<file path="src/rtl/decoder24_scan_ctrl.sv">
// Round-robin scan controller driving the en/a inputs of a 2-4 decoder.
// Visits the outputs selected by a mask, holding each for div+1 cycles with two blank cycles between.
module decoder24_scan_ctrl #(
    parameter int DIV_WIDTH = 16
) (
    input  logic                 clk_i,
    input  logic                 rst_i,
    input  logic                 start_i,
    input  logic                 stop_i,
    input  logic [3:0]           mask_i,
    input  logic [DIV_WIDTH-1:0] div_i,
    output logic                 en_o,
    output logic [1:0]           a_o,
    output logic                 busy_o,
    output logic                 wrap_o
);

    typedef enum logic [1:0] {
        IDLE    = 2'd0,
        BLANK_B = 2'd1,
        DWELL   = 2'd2,
        BLANK_A = 2'd3
    } state_t;

    state_t               state_q;
    logic [DIV_WIDTH-1:0] cnt_q;
    logic                 en_q;
    logic [1:0]           a_q;
    logic                 busy_q;
    logic                 wrap_q;

    logic [1:0]           lowIdx_d;
    logic [1:0]           nextIdx_d;
    logic [1:0]           cand;
    logic                 found;

    // Search upward from a_q, wrapping around; with a single-bit mask the search lands back on a_q.
    always_comb begin
        lowIdx_d  = 2'd0;
        nextIdx_d = a_q;
        cand      = a_q;
        found     = 1'b0;
        for (int k = 3; k >= 0; k--) begin
            if (mask_i[k]) begin
                lowIdx_d = 2'(k);
            end
        end
        for (int k = 1; k <= 4; k++) begin
            cand = a_q + 2'(k);
            if (!found && mask_i[cand]) begin
                nextIdx_d = cand;
                found     = 1'b1;
            end
        end
    end

    always_ff @(posedge clk_i or posedge rst_i) begin
        if (rst_i) begin
            state_q <= IDLE;
            cnt_q   <= '0;
            en_q    <= 1'b0;
            a_q     <= 2'b00;
            busy_q  <= 1'b0;
            wrap_q  <= 1'b0;
        end else if (stop_i) begin
            state_q <= IDLE;
            en_q    <= 1'b0;
            busy_q  <= 1'b0;
            wrap_q  <= 1'b0;
        end else begin
            wrap_q <= 1'b0;
            unique case (state_q)
                IDLE: begin
                    en_q <= 1'b0;
                    if (start_i && (mask_i != 4'b0000)) begin
                        a_q     <= lowIdx_d;
                        busy_q  <= 1'b1;
                        state_q <= BLANK_B;
                    end
                end
                BLANK_B: begin
                    cnt_q   <= div_i;
                    en_q    <= 1'b1;
                    state_q <= DWELL;
                end
                DWELL: begin
                    if (cnt_q == '0) begin
                        en_q    <= 1'b0;
                        state_q <= BLANK_A;
                    end else begin
                        cnt_q <= cnt_q - DIV_WIDTH'(1);
                    end
                end
                BLANK_A: begin
                    if (mask_i == 4'b0000) begin
                        busy_q  <= 1'b0;
                        state_q <= IDLE;
                    end else begin
                        a_q     <= nextIdx_d;
                        wrap_q  <= (nextIdx_d <= a_q);
                        state_q <= BLANK_B;
                    end
                end
                default: begin
                    en_q    <= 1'b0;
                    busy_q  <= 1'b0;
                    state_q <= IDLE;
                end
            endcase
        end
    end

    assign en_o   = en_q;
    assign a_o    = a_q;
    assign busy_o = busy_q;
    assign wrap_o = wrap_q;

endmodule

</file>
<file path="config.mk">
export PLATFORM = sky130hd
export DESIGN_NAME = decoder24_scan_ctrl
export DESIGN_NICKNAME = d
export VERILOG_FILES = /design/src/rtl/decoder24_scan_ctrl.sv
export SDC_FILE = /design/constraint.sdc
export NUM_CORES = 1
export LEC_CHECK = 0
export CAP_MARGIN = 20
export CORE_MARGIN = 5
export CORE_UTILIZATION = 55
export CTS_BUF_LIST = sky130_fd_sc_hd__clkbuf_8
export DETAILED_ROUTE_END_ITERATION = 8
export PLACE_DENSITY_LB_ADDON = 0.12
export SLEW_MARGIN = 15
export SYNTH_ARGS = -nofsm -noshare
export SYNTH_HDL_FRONTEND = slang
export SYNTH_SLANG_ARGS = --single-unit
</file>
<file path="constraint.sdc">
create_clock -name clk_i -period 2.8 [get_ports clk_i]
set_input_delay 0.84 -clock clk_i [delete_from_list [all_inputs] [get_ports clk_i]]
set_output_delay 0.84 -clock clk_i [all_outputs]
set_load 0.05 [all_outputs]
</file>
==> parameters.txt <==
Parameter                              Value

Yosys
  Number of register bits inferred by synthesis    23
  Combined area of all synthesized cells    0.001779 mm²
  Average instance area after synthesis    8.432 µm²
  Post-synth EDFFs    0
  Area leader, netlist    sky130_fd_sc_hd__dfrtp_1
  Fraction of synthesized cell area taken by the top area cell type    0.3235
  Fraction of synthesis flops using an asynchronous set or reset pin    1.000
  Distinct cell type count of the synthesized netlist    49
  Portion of the post-synthesis area used by sequential elements    0.3235
  Most frequently used flop master after synthesis    sky130_fd_sc_hd__dfrtp_1
  Warning count from the yosys run    0
  Largest cells by area after synthesis    sky130_fd_sc_hd__dfrtp_1 (32%), sky130_fd_sc_hd__ha_1 (5.6%), sky130_fd_sc_hd__o21ai_0 (4.5%), sky130_fd_sc_hd__a21oi_1 (3.9%), sky130_fd_sc_hd__inv_1 (3.4%)
  Gate count after technology mapping    211
  Net count after synthesis    243

Worst setup path
  Largest fanout of any net on the critical path    3
  Data arrival time of the critical path    2.66 ns
  Minimum setup slack among reg-to-reg paths    0.54 ns
  Critical path start-end classification    input port to flop
  Critical Path RT    2.96 ns
  Crit path capture type    flop
  Critical Path Start Type    input port

Routing
  Length of routed met2 wiring    2.369 mm
  DRT antenna net count    0
  Post-detailed-routing wire length    4.875 mm
  Uppermost metal layer occupied by signal nets    met4
  Post-detailed-route wirelength per cell    16.99 µm
  Ratio of routed vias to standard cells    6.547
  Iteration-0 DRC count of the detailed router    212
  Routed met3 length    400 µm
  Router iterations before antenna repair    5
  Number of vias in the routed layout    1879
  Residual DRC count    0
  Met1 Routed Length    2.044 mm

STA
  Highest Clock Rate    400.5 MHz
  Worst setup margin    0.3029 ns
  Hold violation total from the final report    0
  Minimum clock period    2.497 ns
  RSZ-0062 raised after global routing    no
  Slew @ Worst Pin    0.6202 ns
  Max-slew headroom at the worst pin    0.5827
  Ratio of final minimum period to clock period    0.8918
  Final Max Slew Viols    0
  Post-route clock skew    0.003627 ns
  Number of failing setup endpoints in the final timing report    0
  Final TNS setup    0 ns

Placed design
  Placement Cell Area    0.002148 mm²
  Port Buffer Count    28
  Setup Slack @ Placement    0.03338 ns
  Detail Placement HPWL    3.706 mm
  Routability Congestion    0.9493

Clock network
  H-tree levels    1
  Clk Tree Root Cell    sky130_fd_sc_hd__clkbuf_8
  CTS Buffer Depth    2
  Worst-Skew Late Latency    0.26 ns
  Clk slew on worst S/H paths    0.08 ns
  Clock buffers created by TritonCTS    3
  Count of buffers added by post-CTS timing repair for setup    0
  Count of hold buffers inserted by post-cts repair    0
  Number of resized instances in the post-cts repair step    0
  Clock sink total    23
  TritonCTS clock tree    done

Cells and area
  Final non-filler cell area    0.002193 mm²
  Signed area change from the synthesized netlist to the final layout    23.28%
  Fill count    260
  Diode insertion count for antenna repair    0
  Fraction of layout instances using a drive strength above 1    0.1029
  Number of nets in the layout    276
  Final core utilization    0.7126
  Commonest cells after routing, fill and taps aside    sky130_fd_sc_hd__clkdlybuf4s50_1 (28), sky130_fd_sc_hd__dfrtp_1 (23), sky130_fd_sc_hd__inv_1 (17)
  Most common cell after layout, fill and taps aside    sky130_fd_sc_hd__clkdlybuf4s50_1

Global route
  Number of antenna violations at the first check in global routing    0
  Maximum number of pins on one net before global-route repair    35
  Vias in the first global route    1782
  Gr ovfl total    0
  GRT Overall Usage    0.2354
  Global-route wire length before repair    8.169 mm

Hold path
  Path type of the worst min-delay path    flop to flop

Run status
  Status    complete, no violations

Die
  Overall die area    0.004472 mm²
  Number of I/O pins    29
  Initial cell density of the core    0.5780
  Horizontal extent of the die    66.88 µm
  Number of rows created at floorplan    20
  DIE HEIGHT    66.88 µm
  Area of the core    0.003078 mm²

Flow run
  Maximum capacitance violations    0

Power
  Power Dens Cells    976.8 mW/mm²
  PnR Total Power    0.002142 W
  Worst IR drop on VDD    0.0005117 V
  Static leakage    0.8434 nW
[worst paths after layout]
kind,start,endpoint,depth (start not counted)
min,cnt_q[7],cnt_q[7],1
min in group asynchronous,rst_i,cnt_q[2],3
max,mask_i[1],state_q[0],5
min reg2reg,cnt_q[7],cnt_q[7],1
max in group asynchronous,rst_i,cnt_q[1],3
max reg2reg,cnt_q[0],cnt_q[15],8
[flip-flops by register name, indices dropped and copies added (netlist names)]
register,flops
state_q,2
busy_o,1
en_o,1
wrap_o,1
cnt_q,16
a_o,2
[stage by stage]
step | hold WS, ns | instances
floorplan | 0.5184 | 211
global placement | 0.5435 | 283
detailed placement | 0.5506 | 283
CTS | 0.5704 | 287
global route | 0.5886 | 287
finish | 0.5696 | 287
[layout make-up]
| class | instances | area (µm²) | share of cell area |
|---|---|---|---|
| flip-flops and latches | 23 | 575.6 | 0.2624 |
| inverters | 16 | 60.06 | 0.02738 |
| well taps | 44 | 55.05 | 0.02510 |
| clock buffers | 3 | 41.29 | 0.01882 |
| repair buffers | 40 | 370.4 | 0.1689 |
| clock inverters | 1 | 3.754 | 0.001711 |
| multi-input cells | 160 | 1087 | 0.4957 |
[cell families (layout without fill, tap and decap cells)]
kind of cell	Yosys count	count (layout)	share of synthesized area
AO/OA/AOI/OAI	81	81	0.3270
AND/OR/NAND/NOR	69	69	0.2166
buffers and inverters	28	60	0.06540
flip-flops	23	23	0.3235
adder cells (fa/ha/maj)	8	8	0.05626
multiplexers	2	2	0.01125
[cells in the mapped netlist (2+ instances only)]
| cell type | instances |
|---|---|
| sky130_fd_sc_hd__nor2b_1 | 4 |
| sky130_fd_sc_hd__a21oi_1 | 14 |
| sky130_fd_sc_hd__o211ai_1 | 4 |
| sky130_fd_sc_hd__nand2b_1 | 5 |
| sky130_fd_sc_hd__buf_2 | 3 |
| sky130_fd_sc_hd__nor2_1 | 13 |
| sky130_fd_sc_hd__or4_1 | 3 |
| sky130_fd_sc_hd__o31ai_1 | 4 |
| sky130_fd_sc_hd__dfrtp_1 | 23 |
| sky130_fd_sc_hd__nor4_1 | 8 |
| sky130_fd_sc_hd__a2bb2oi_1 | 4 |
| sky130_fd_sc_hd__o2bb2ai_1 | 4 |
| sky130_fd_sc_hd__inv_1 | 16 |
| sky130_fd_sc_hd__a22o_1 | 2 |
| sky130_fd_sc_hd__nor3_1 | 6 |
| sky130_fd_sc_hd__mux2i_1 | 2 |
| sky130_fd_sc_hd__o21ai_0 | 16 |
| sky130_fd_sc_hd__clkbuf_1 | 8 |
| sky130_fd_sc_hd__a211oi_1 | 6 |
| sky130_fd_sc_hd__nor3b_1 | 2 |
| sky130_fd_sc_hd__ha_1 | 8 |
| sky130_fd_sc_hd__nand3_1 | 2 |
| sky130_fd_sc_hd__a21oi_2 | 2 |
| sky130_fd_sc_hd__a31oi_1 | 3 |
| sky130_fd_sc_hd__nand4_1 | 4 |
| sky130_fd_sc_hd__and3_1 | 2 |
| sky130_fd_sc_hd__o311a_1 | 2 |
| sky130_fd_sc_hd__o22ai_1 | 7 |
| sky130_fd_sc_hd__a41oi_1 | 2 |
| sky130_fd_sc_hd__nand2_1 | 13 |
[power breakdown]
group	switching [W]	internal, W
clock	0.000109	0.0000980
combinational	0.000719	0.000516
sequential	0.000214	0.000487
total	0.00104	0.00110
[routing by layer]
metal  global-route usage  vias up
met3              0.03373        6
met1               0.3009      883
met4              0.05570        0
met5                    0        -
li1                     -      885
met2               0.4146      105
[worst max-delay path, stage by stage]
cell	delay, ns
sky130_fd_sc_hd__clkdlybuf4s50_1	0.41
sky130_fd_sc_hd__or4_1	0.59
sky130_fd_sc_hd__a21o_1	0.25
sky130_fd_sc_hd__and2_2	0.22
sky130_fd_sc_hd__a2111oi_2	0.35
Note: power is estimated with default switching activity, not from simulation.
==> variant: new RTL, same flow settings <==
Reset style: synchronous (`rst_i`), changed in one clocked block.
--- a/src/rtl/decoder24_scan_ctrl.sv
+++ b/src/rtl/decoder24_scan_ctrl.sv
@@ -54,7 +54,7 @@
         end
     end
 
-    always_ff @(posedge clk_i or posedge rst_i) begin
+    always_ff @(posedge clk_i) begin
         if (rst_i) begin
             state_q <= IDLE;
             cnt_q   <= '0;
Behaviour: differs if rst_i is asserted again (counterexample within 4 cycles, from zero or initial values and one cycle with rst_i high); with rst_i held inactive, the same outputs for 10 cycles.
==> variant against the original RTL <==
Routed wire length decreased by 14%; sequential cell count unchanged; maximum frequency rose by 3.8%; design area down 10%; sequential share of layout area down 2.8 points; setup slack improved by 92 ps; hold slack worse by 75 ps; synthesized area shrank 8.4%.
Power is not compared: it rests on default switching activity, and its combinational part moved more than twofold at a synthesized area within 25%.
==> variant: results (changes against the original RTL) <==
outcome -> finished clean
RePlAce Congestion -> 0.845 (-11%)
Hold Slack -> 494 ps (-75.3 ps)
vias in the first global route -> 1,600 (-10%)
Worst Skew -> 7.75 ps (+4.12 ps)
post-synthesis mux area share -> 4.45% (+3.3 points)
R2R setup slack -> 760 ps (+220 ps)
Compound-Gate Fraction of Synth Area -> 28.6% (-4.1 points)
dominant delay contributor by cell family on the critical path -> buffers and inverters
leading area contributor after synthesis -> dfxtp_1
Worst slew margin -> 49.8% (-8.5 points)
total number of vias -> 1,654 (-12%)
All-Layer GR Usage -> 20.4% (-3.1 points)
initial DRC count -> 133 (-37%)
Syn Nets -> 239 (-1.6%)
Post-layout nets -> 265 (-4.0%)
synthesized area per cell -> 7.87 um2 (-6.7%)
WP data arrival -> 1560 ps (-1100 ps)
global-route wire length before repair -> 7020 um (-14%)
Post-DP Area -> 0.00192 mm2 (-11%)
DR WL/cell -> 16.0 um (-5.8%)
First-pass DRT Iterations -> 4 (-1)
synth cell count leaders -> dfxtp_1, a21oi_1, o21ai_0, nor2_1, nand2_1
max incr delay on CP -> 850 ps (+260 ps)
pre-CTS setup slack -> 183 ps (+150 ps)
CP max FO -> 7 (+4)
-- variant: power breakdown --
part | leakage, nW | switching [mW] | internal (mW)
sequential | 0.187 | 0.0165 | 0.341
clock | 0.0255 | 0.117 | 0.0996
combinational | 0.517 | 0.139 | 0.111
total | 0.729 | 0.272 | 0.552
-- variant: final cells by class --
cell class,instances,area [um2],area share (%)
Multi-Input combinational cell,166,1080,55.3
Clock inverter,1,5.00,0.255
Inverter,8,30.0,1.53
Timing Repair Buffer,31,303,15.4
Tap cell,31,38.8,1.98
Clock buffer,3,41.3,2.10
Sequential cell,23,460,23.5
-- variant: kinds of logic after synthesis --
family          count (synthesis)
flops                          23
simple gates                   80
compound gates                 71
mux                             7
buf+inv                        18
fa+ha+maj                       8
-- variant: path summary, 6_finish.rpt --
kind              depth (start not counted)          to       start
setup / recovery                          1      a_o[1]      a_o[1]
hold / removal                            2    cnt_q[6]    cnt_q[6]
setup reg to reg                          7  state_q[1]  state_q[0]
hold reg to reg                           2    cnt_q[6]    cnt_q[6]
-- variant: metal layers --
layer | GRT usage [%] | up-vias | wire length (um)
li1 | - | 813 | -
met3 | 1.73 | 4 | 209
met1 | 24.7 | 774 | 1810
met2 | 38.9 | 63 | 2160
met5 | 0 | - | 0
met4 | 4.49 | 0 | 27
